==> src/rtl/mem_stage_ctrl.sv <==
// rtl/mem_stage_ctrl.sv - MEM-stage load/store controller for a 256-byte big-endian data RAM
module mem_stage_ctrl #(
  parameter int MEM_BYTES = 256
) (
  input  logic        clk,
  input  logic        reset_n,
  input  logic        req_valid,
  output logic        req_ready,
  input  logic        req_rw,
  input  logic [1:0]  req_mode,
  input  logic        req_signed,
  input  logic [31:0] req_addr,
  input  logic [63:0] req_wdata,
  output logic        resp_valid,
  output logic        resp_err,
  output logic [31:0] resp_rdata_hi,
  output logic [31:0] resp_rdata_lo,
  output logic        ram_enable,
  output logic        ram_rw,
  output logic [1:0]  ram_mode,
  output logic [31:0] ram_addr,
  output logic [31:0] ram_wdata,
  input  logic [31:0] ram_rdata
);

  typedef enum logic [2:0] {IDLE, ACC0, GAP, ACC1, DONE} state_t;

  localparam logic [1:0] MODE_BYTE  = 2'b00;
  localparam logic [1:0] MODE_HALF  = 2'b01;
  localparam logic [1:0] MODE_WORD  = 2'b10;
  localparam logic [1:0] MODE_DWORD = 2'b11;

  state_t      state_q, state_d;
  logic        rw_q, rw_d;
  logic [1:0]  mode_q, mode_d;
  logic        sgn_q, sgn_d;
  logic [31:0] addr_q, addr_d;
  logic [31:0] wdata_lo_q, wdata_lo_d;
  logic        err_q, err_d;
  logic [31:0] hi_cap_q, hi_cap_d;
  logic        ram_enable_q, ram_enable_d;
  logic        ram_rw_q, ram_rw_d;
  logic [1:0]  ram_mode_q, ram_mode_d;
  logic [31:0] ram_addr_q, ram_addr_d;
  logic [31:0] ram_wdata_q, ram_wdata_d;
  logic        resp_valid_q, resp_valid_d;
  logic        resp_err_q, resp_err_d;
  logic [31:0] resp_hi_q, resp_hi_d;
  logic [31:0] resp_lo_q, resp_lo_d;

  logic        accept;
  logic        req_misaligned;
  logic        req_err;
  logic [32:0] req_last;

  assign req_ready     = (state_q == IDLE);
  assign accept        = req_valid && req_ready;
  assign ram_enable    = ram_enable_q;
  assign ram_rw        = ram_rw_q;
  assign ram_mode      = ram_mode_q;
  assign ram_addr      = ram_addr_q;
  assign ram_wdata     = ram_wdata_q;
  assign resp_valid    = resp_valid_q;
  assign resp_err      = resp_err_q;
  assign resp_rdata_hi = resp_hi_q;
  assign resp_rdata_lo = resp_lo_q;

  // Data lane presented to the RAM on the first access; dword sends its upper word first
  function automatic logic [31:0] store_lane(input logic [1:0] mode, input logic [63:0] wd);
    logic [31:0] r;
    case (mode)
      MODE_BYTE: r = {24'b0, wd[7:0]};
      MODE_HALF: r = {16'b0, wd[15:0]};
      MODE_WORD: r = wd[31:0];
      default:   r = wd[63:32];
    endcase
    return r;
  endfunction

  // Sign or zero extension of a narrow load; word data passes through
  function automatic logic [31:0] load_extend(input logic [1:0] mode, input logic sgn,
                                              input logic [31:0] d);
    logic [31:0] r;
    case (mode)
      MODE_BYTE: r = {{24{sgn & d[7]}}, d[7:0]};
      MODE_HALF: r = {{16{sgn & d[15]}}, d[15:0]};
      default:   r = d;
    endcase
    return r;
  endfunction

  // Alignment and range check on the incoming request; 33-bit sum so addresses near 2^32 cannot wrap
  always_comb begin
    req_misaligned = 1'b0;
    req_last       = {1'b0, req_addr};
    case (req_mode)
      MODE_BYTE: begin
        req_misaligned = 1'b0;
        req_last       = {1'b0, req_addr};
      end
      MODE_HALF: begin
        req_misaligned = req_addr[0];
        req_last       = {1'b0, req_addr} + 33'd1;
      end
      MODE_WORD: begin
        req_misaligned = |req_addr[1:0];
        req_last       = {1'b0, req_addr} + 33'd3;
      end
      default: begin
        req_misaligned = |req_addr[2:0];
        req_last       = {1'b0, req_addr} + 33'd7;
      end
    endcase
    req_err = req_misaligned || (req_last >= 33'(MEM_BYTES));
  end

  // State and registered-output flops
  always_ff @(posedge clk) begin
    if (!reset_n) begin
      state_q      <= IDLE;
      rw_q         <= 1'b0;
      mode_q       <= 2'b00;
      sgn_q        <= 1'b0;
      addr_q       <= 32'b0;
      wdata_lo_q   <= 32'b0;
      err_q        <= 1'b0;
      hi_cap_q     <= 32'b0;
      ram_enable_q <= 1'b0;
      ram_rw_q     <= 1'b0;
      ram_mode_q   <= 2'b00;
      ram_addr_q   <= 32'b0;
      ram_wdata_q  <= 32'b0;
      resp_valid_q <= 1'b0;
      resp_err_q   <= 1'b0;
      resp_hi_q    <= 32'b0;
      resp_lo_q    <= 32'b0;
    end else begin
      state_q      <= state_d;
      rw_q         <= rw_d;
      mode_q       <= mode_d;
      sgn_q        <= sgn_d;
      addr_q       <= addr_d;
      wdata_lo_q   <= wdata_lo_d;
      err_q        <= err_d;
      hi_cap_q     <= hi_cap_d;
      ram_enable_q <= ram_enable_d;
      ram_rw_q     <= ram_rw_d;
      ram_mode_q   <= ram_mode_d;
      ram_addr_q   <= ram_addr_d;
      ram_wdata_q  <= ram_wdata_d;
      resp_valid_q <= resp_valid_d;
      resp_err_q   <= resp_err_d;
      resp_hi_q    <= resp_hi_d;
      resp_lo_q    <= resp_lo_d;
    end
  end

  // Next state; rejected requests still spend one ACC0 slot so every single access takes 3 cycles
  always_comb begin
    state_d = state_q;
    case (state_q)
      IDLE:    if (accept) state_d = ACC0;
      ACC0:    state_d = (!err_q && mode_q == MODE_DWORD) ? GAP : DONE;
      GAP:     state_d = ACC1;
      ACC1:    state_d = DONE;
      DONE:    state_d = IDLE;
      default: state_d = IDLE;
    endcase
  end

  // Outputs are computed for the state being entered so the RAM pins change exactly on state edges
  always_comb begin
    rw_d         = rw_q;
    mode_d       = mode_q;
    sgn_d        = sgn_q;
    addr_d       = addr_q;
    wdata_lo_d   = wdata_lo_q;
    err_d        = err_q;
    hi_cap_d     = hi_cap_q;
    ram_enable_d = 1'b0;
    ram_rw_d     = ram_rw_q;
    ram_mode_d   = ram_mode_q;
    ram_addr_d   = ram_addr_q;
    ram_wdata_d  = ram_wdata_q;
    resp_valid_d = 1'b0;
    resp_err_d   = 1'b0;
    resp_hi_d    = 32'b0;
    resp_lo_d    = 32'b0;
    case (state_q)
      IDLE: begin
        if (accept) begin
          rw_d       = req_rw;
          mode_d     = req_mode;
          sgn_d      = req_signed;
          addr_d     = req_addr;
          wdata_lo_d = req_wdata[31:0];
          err_d      = req_err;
          if (!req_err) begin
            ram_enable_d = 1'b1;
            ram_rw_d     = req_rw;
            ram_mode_d   = (req_mode == MODE_DWORD) ? MODE_WORD : req_mode;
            ram_addr_d   = req_addr;
            ram_wdata_d  = store_lane(req_mode, req_wdata);
          end
        end
      end
      ACC0: begin
        if (state_d == GAP) begin
          hi_cap_d = ram_rdata;
        end else begin
          resp_valid_d = 1'b1;
          resp_err_d   = err_q;
          if (!err_q && !rw_q) resp_lo_d = load_extend(mode_q, sgn_q, ram_rdata);
        end
      end
      GAP: begin
        ram_enable_d = 1'b1;
        ram_addr_d   = addr_q + 32'd4;
        ram_mode_d   = MODE_WORD;
        ram_wdata_d  = wdata_lo_q;
      end
      ACC1: begin
        resp_valid_d = 1'b1;
        if (!rw_q) begin
          resp_hi_d = hi_cap_q;
          resp_lo_d = ram_rdata;
        end
      end
      default: ;
    endcase
  end

endmodule

==> config.mk <==
export PLATFORM = sky130hd
export DESIGN_NAME = mem_stage_ctrl
export DESIGN_NICKNAME = d
export VERILOG_FILES = /design/src/rtl/mem_stage_ctrl.sv
export SDC_FILE = /design/constraint.sdc
export NUM_CORES = 1
export LEC_CHECK = 0
export ABC_AREA = 1
export CAP_MARGIN = 30
export CORE_UTILIZATION = 36
export CTS_BUF_LIST = sky130_fd_sc_hd__clkbuf_16
export CTS_CLUSTER_DIAMETER = 80
export CTS_CLUSTER_SIZE = 14
export DETAILED_ROUTE_END_ITERATION = 8
export GPL_TIMING_DRIVEN = 1
export HOLD_SLACK_MARGIN = 0.12
export PLACE_DENSITY_LB_ADDON = 0.05
export SETUP_SLACK_MARGIN = 0.15
export SLEW_MARGIN = 20
export SYNTH_ARGS = -nofsm -noshare
export SYNTH_HDL_FRONTEND = slang
export SYNTH_SLANG_ARGS = --single-unit
export TNS_END_PERCENT = 1
==> constraint.sdc <==
create_clock -name clk -period 3.2 [get_ports clk]
set_input_delay 0.64 -clock clk [delete_from_list [all_inputs] [get_ports clk]]
set_output_delay 0.64 -clock clk [all_outputs]
set_load 0.02 [all_outputs]
==> impl_metrics.ini <==
[logic_synthesis]
ys.flop_type = dfxtp_1
ys_types = 39
synth_cells = 1599
synthArstFlopShare = 0
synth_top_area_cell = dfxtp_1
synth_nets = 1743
ys_seq_area_frac = 0.4335
synth.top_cell.area_share = 0.4335
synth_area_leaders = dfxtp_1 43%, nand2_1 11%, a21oi_1 9.0%
avgSynthCellArea_sq_um = 6.874
synth-edff-count = 0
yosysWarnings = 0
ys_ff_latch = 238
synth.cell_area_sq_mm = 0.01099
synth.most_common_cell = nand2_1
synth_common_cells = 325 x nand2_1, 238 x dfxtp_1, 198 x a21oi_1

[sta]
final.period_utilization = 0.9078
fin_crit_ps = 2905
holdWs_ps = 425.4
finClkSkew_ps = 31.53
fmax_mhz = 344.2
rsz0062_at_grt = true
fin_tns_setup_ps = 0
setup_viol = 0
tightest_slew_ps = 705.6
slew_headroom = 0.5296
hold_violations = 0
drv_slew = 0

[setup_path]
slowest_delay_ps = 290
crit_chain = buf_4 > inv_2 > ha_1 > inv_1 > ha_4 > nand2_1 > nor2_1 > nor2_2 > nor2_4 > buf_6 > nand4_1 > nand2_1 > nand2_1 > nor2_1 > nand3_1 > nor2_4 > nand2_4 > buf_4 > buf_12 > o21ai_1 > nor2_1
cpLargestDelayFamily = simple AND/OR/NAND/NOR gates
cp.arrival_ps = 3320
startpoint_type = input port
worstPathMaxFanout = 31
cp.buffers_inverters = 6
slowest_stage = ha_4
crit_required_ps = 3610
setup.worst_path.end_class = flop
crit_type = input port to flop

[placement]
io_buffers = 269
dp.cells = 2239
dp_hpwl_mm = 25.70
gp_congestion = 0.8788

[cts]
cts_buffer_depth = 3
cts_root_buf = clkbuf_16
cts_tree = built
clock_latency_ps = 510
path_clk_slew_ps = 70
cts_sinks = 238
cts_buffers = 21
htreeDepth = 1
cts_hold_repair.buffers = 0

[outcome]
status = completed

[pwr]
p_sw_w = 0.001635
p_clk_frac = 0.365
switching_share = 0.2626
seqPwrFrac = 0.497
powerDensity_mw_per_mm2 = 408.3
internal_power_w = 0.004590
comb_power_share = 0.138
vdd_drop_max_uv = 302.2
p_leak_nw = 5.858

[global_routing]
grt_pass1_wl_mm = 57.73
grt_usage = 0.2312
grt_max_degree = 83
grt_antenna_before_repair = 3
gr-total-overflow = 0
grt_pass1_vias = 10730

[floorplan]
row_count = 63
ios = 270
initial_core_util = 0.3679
die_h_um = 176.7
core_sq_mm = 0.02987
die_width_um = 176.7
dieArea_sq_mm = 0.03124

[route]
via_per_inst = 5.049
vias = 11490
drt-total-wl_mm = 36.86
firstDrtPassIters = 7
drt_iter0_drc = 640
drc = 0
ant_nets = 0
routedWlPerCell_um = 16.20

[layout]
drive_above_1_share = 0.08178
area_growth_pct = 38.71
fillers = 3059
fin_cells = 2275
multi_input_area_sq_mm = 0.005368
layout.nets = 2026
register_area_sq_mm = 0.004765

[min_path]
hp-class = flop to flop

[job]
max_cap_violations = 0
-- layer usage --
layer | global-route usage | part of all wire
met4 | 0.06897 | 0.023
met3 | 0.03415 | 0.059
met1 | 0.3194 | 0.47
met5 | 0 | 0.00024
met2 | 0.3704 | 0.45
-- timing repair --
item | CTS | global route
setup endpoints to repair | 69 | 69
cloned | 3 | 0
pin swaps | 4 | 11
gates resized for setup | 29 | 14
setup buffers | 4 | 3
-- power by group through the flow --
stage / registers, W / clock network (W) / logic, W
after floorplan: 0.00316 / 0 / 0.000405
after global placement: 0.00316 / 0 / 0.000832
after detailed placement: 0.00316 / 0 / 0.000833
after CTS: 0.00309 / 0.00234 / 0.000849
after global routing: 0.00310 / 0.00245 / 0.000946
final: 0.00309 / 0.00227 / 0.000857
-- final cells by class --
class                   instances  share of cell area
clock inverters                 3            0.001887
repair buffers                354              0.2294
diodes                          2           0.0003282
multi-input cells            1116              0.3520
flip-flops and latches        238              0.3125
clock buffers                  21             0.03447
inverters                     151             0.03742
well taps                     390             0.03200
-- cells by family after synthesis --
family                     share of synthesized area
adders and majority gates                    0.01093
and+or+nand+nor                               0.2863
xor gates and xnor gates                    0.007172
DFF                                           0.4335
buffers and inverters                        0.08867
AOI/OAI and AO/OA                             0.1735
-- sequential cells by signal, summed over array words and instances, names as in the netlist, 2 cells and up --
name           count
ram_addr          32
state_q            3
resp_rdata_hi     32
mode_q             2
addr_q            32
hi_cap_q          32
resp_rdata_lo     32
wdata_lo_q        32
ram_wdata         32
ram_mode           2
-- worst paths after layout --
check | slack, ps | cells past startpoint | start | endpoint
max | 300 | 21 | req_mode[0] | ram_mode[0]
min | 430 | 2 | hi_cap_q[14] | resp_rdata_hi[14]
max reg2reg | 470 | 14 | addr_q[2] | ram_addr[28]
min reg2reg | 430 | 2 | hi_cap_q[14] | resp_rdata_hi[14]
-- placed cells by master (no fill, tap or decap), types with 8 or more instances in the layout --
| cell type | synthesis | layout |
|---|---|---|
| a211oi_1 | 16 | 16 |
| a21oi_1 | 198 | 198 |
| and3_1 | 8 | 8 |
| buf_12 | 0 | 8 |
| buf_4 | 6 | 71 |
| clkbuf_16 | 0 | 21 |
| clkdlybuf4s50_1 | 0 | 263 |
| dfxtp_1 | 238 | 238 |
| inv_1 | 141 | 139 |
| nand2_1 | 325 | 320 |
| nand3_1 | 137 | 135 |
| nand3b_1 | 8 | 8 |
| nand4_1 | 29 | 29 |
| nor2_1 | 194 | 187 |
| nor2_4 | 6 | 8 |
| nor3_1 | 13 | 12 |
| o21ai_0 | 129 | 128 |
| xor2_1 | 9 | 9 |
-- tightest hold or removal path: cells and delay by family (launching register included) --
kind | cells | cell delay, ps
buf+inv | 1 | 60
simple gates | 1 | 40
flops | 1 | 300
-- stage by stage --
| step | instance area, sq um | setup slack, ps | utilization | total power (W) |
|---|---|---|---|---|
| after floorplan | 10990 | 183.5 | - | 0.003562 |
| after global placement | 14430 | -728.1 | 0.4829 | 0.003991 |
| after detailed placement | 14430 | -802.0 | 0.4829 | 0.003994 |
| after CTS | 15200 | 161.3 | 0.5087 | 0.006282 |
| after global routing | 15250 | 111.1 | 0.5104 | 0.006496 |
| final | 15250 | 295.0 | 0.5104 | 0.006225 |
No activity file was read; power rests on OpenSTA's default activity.
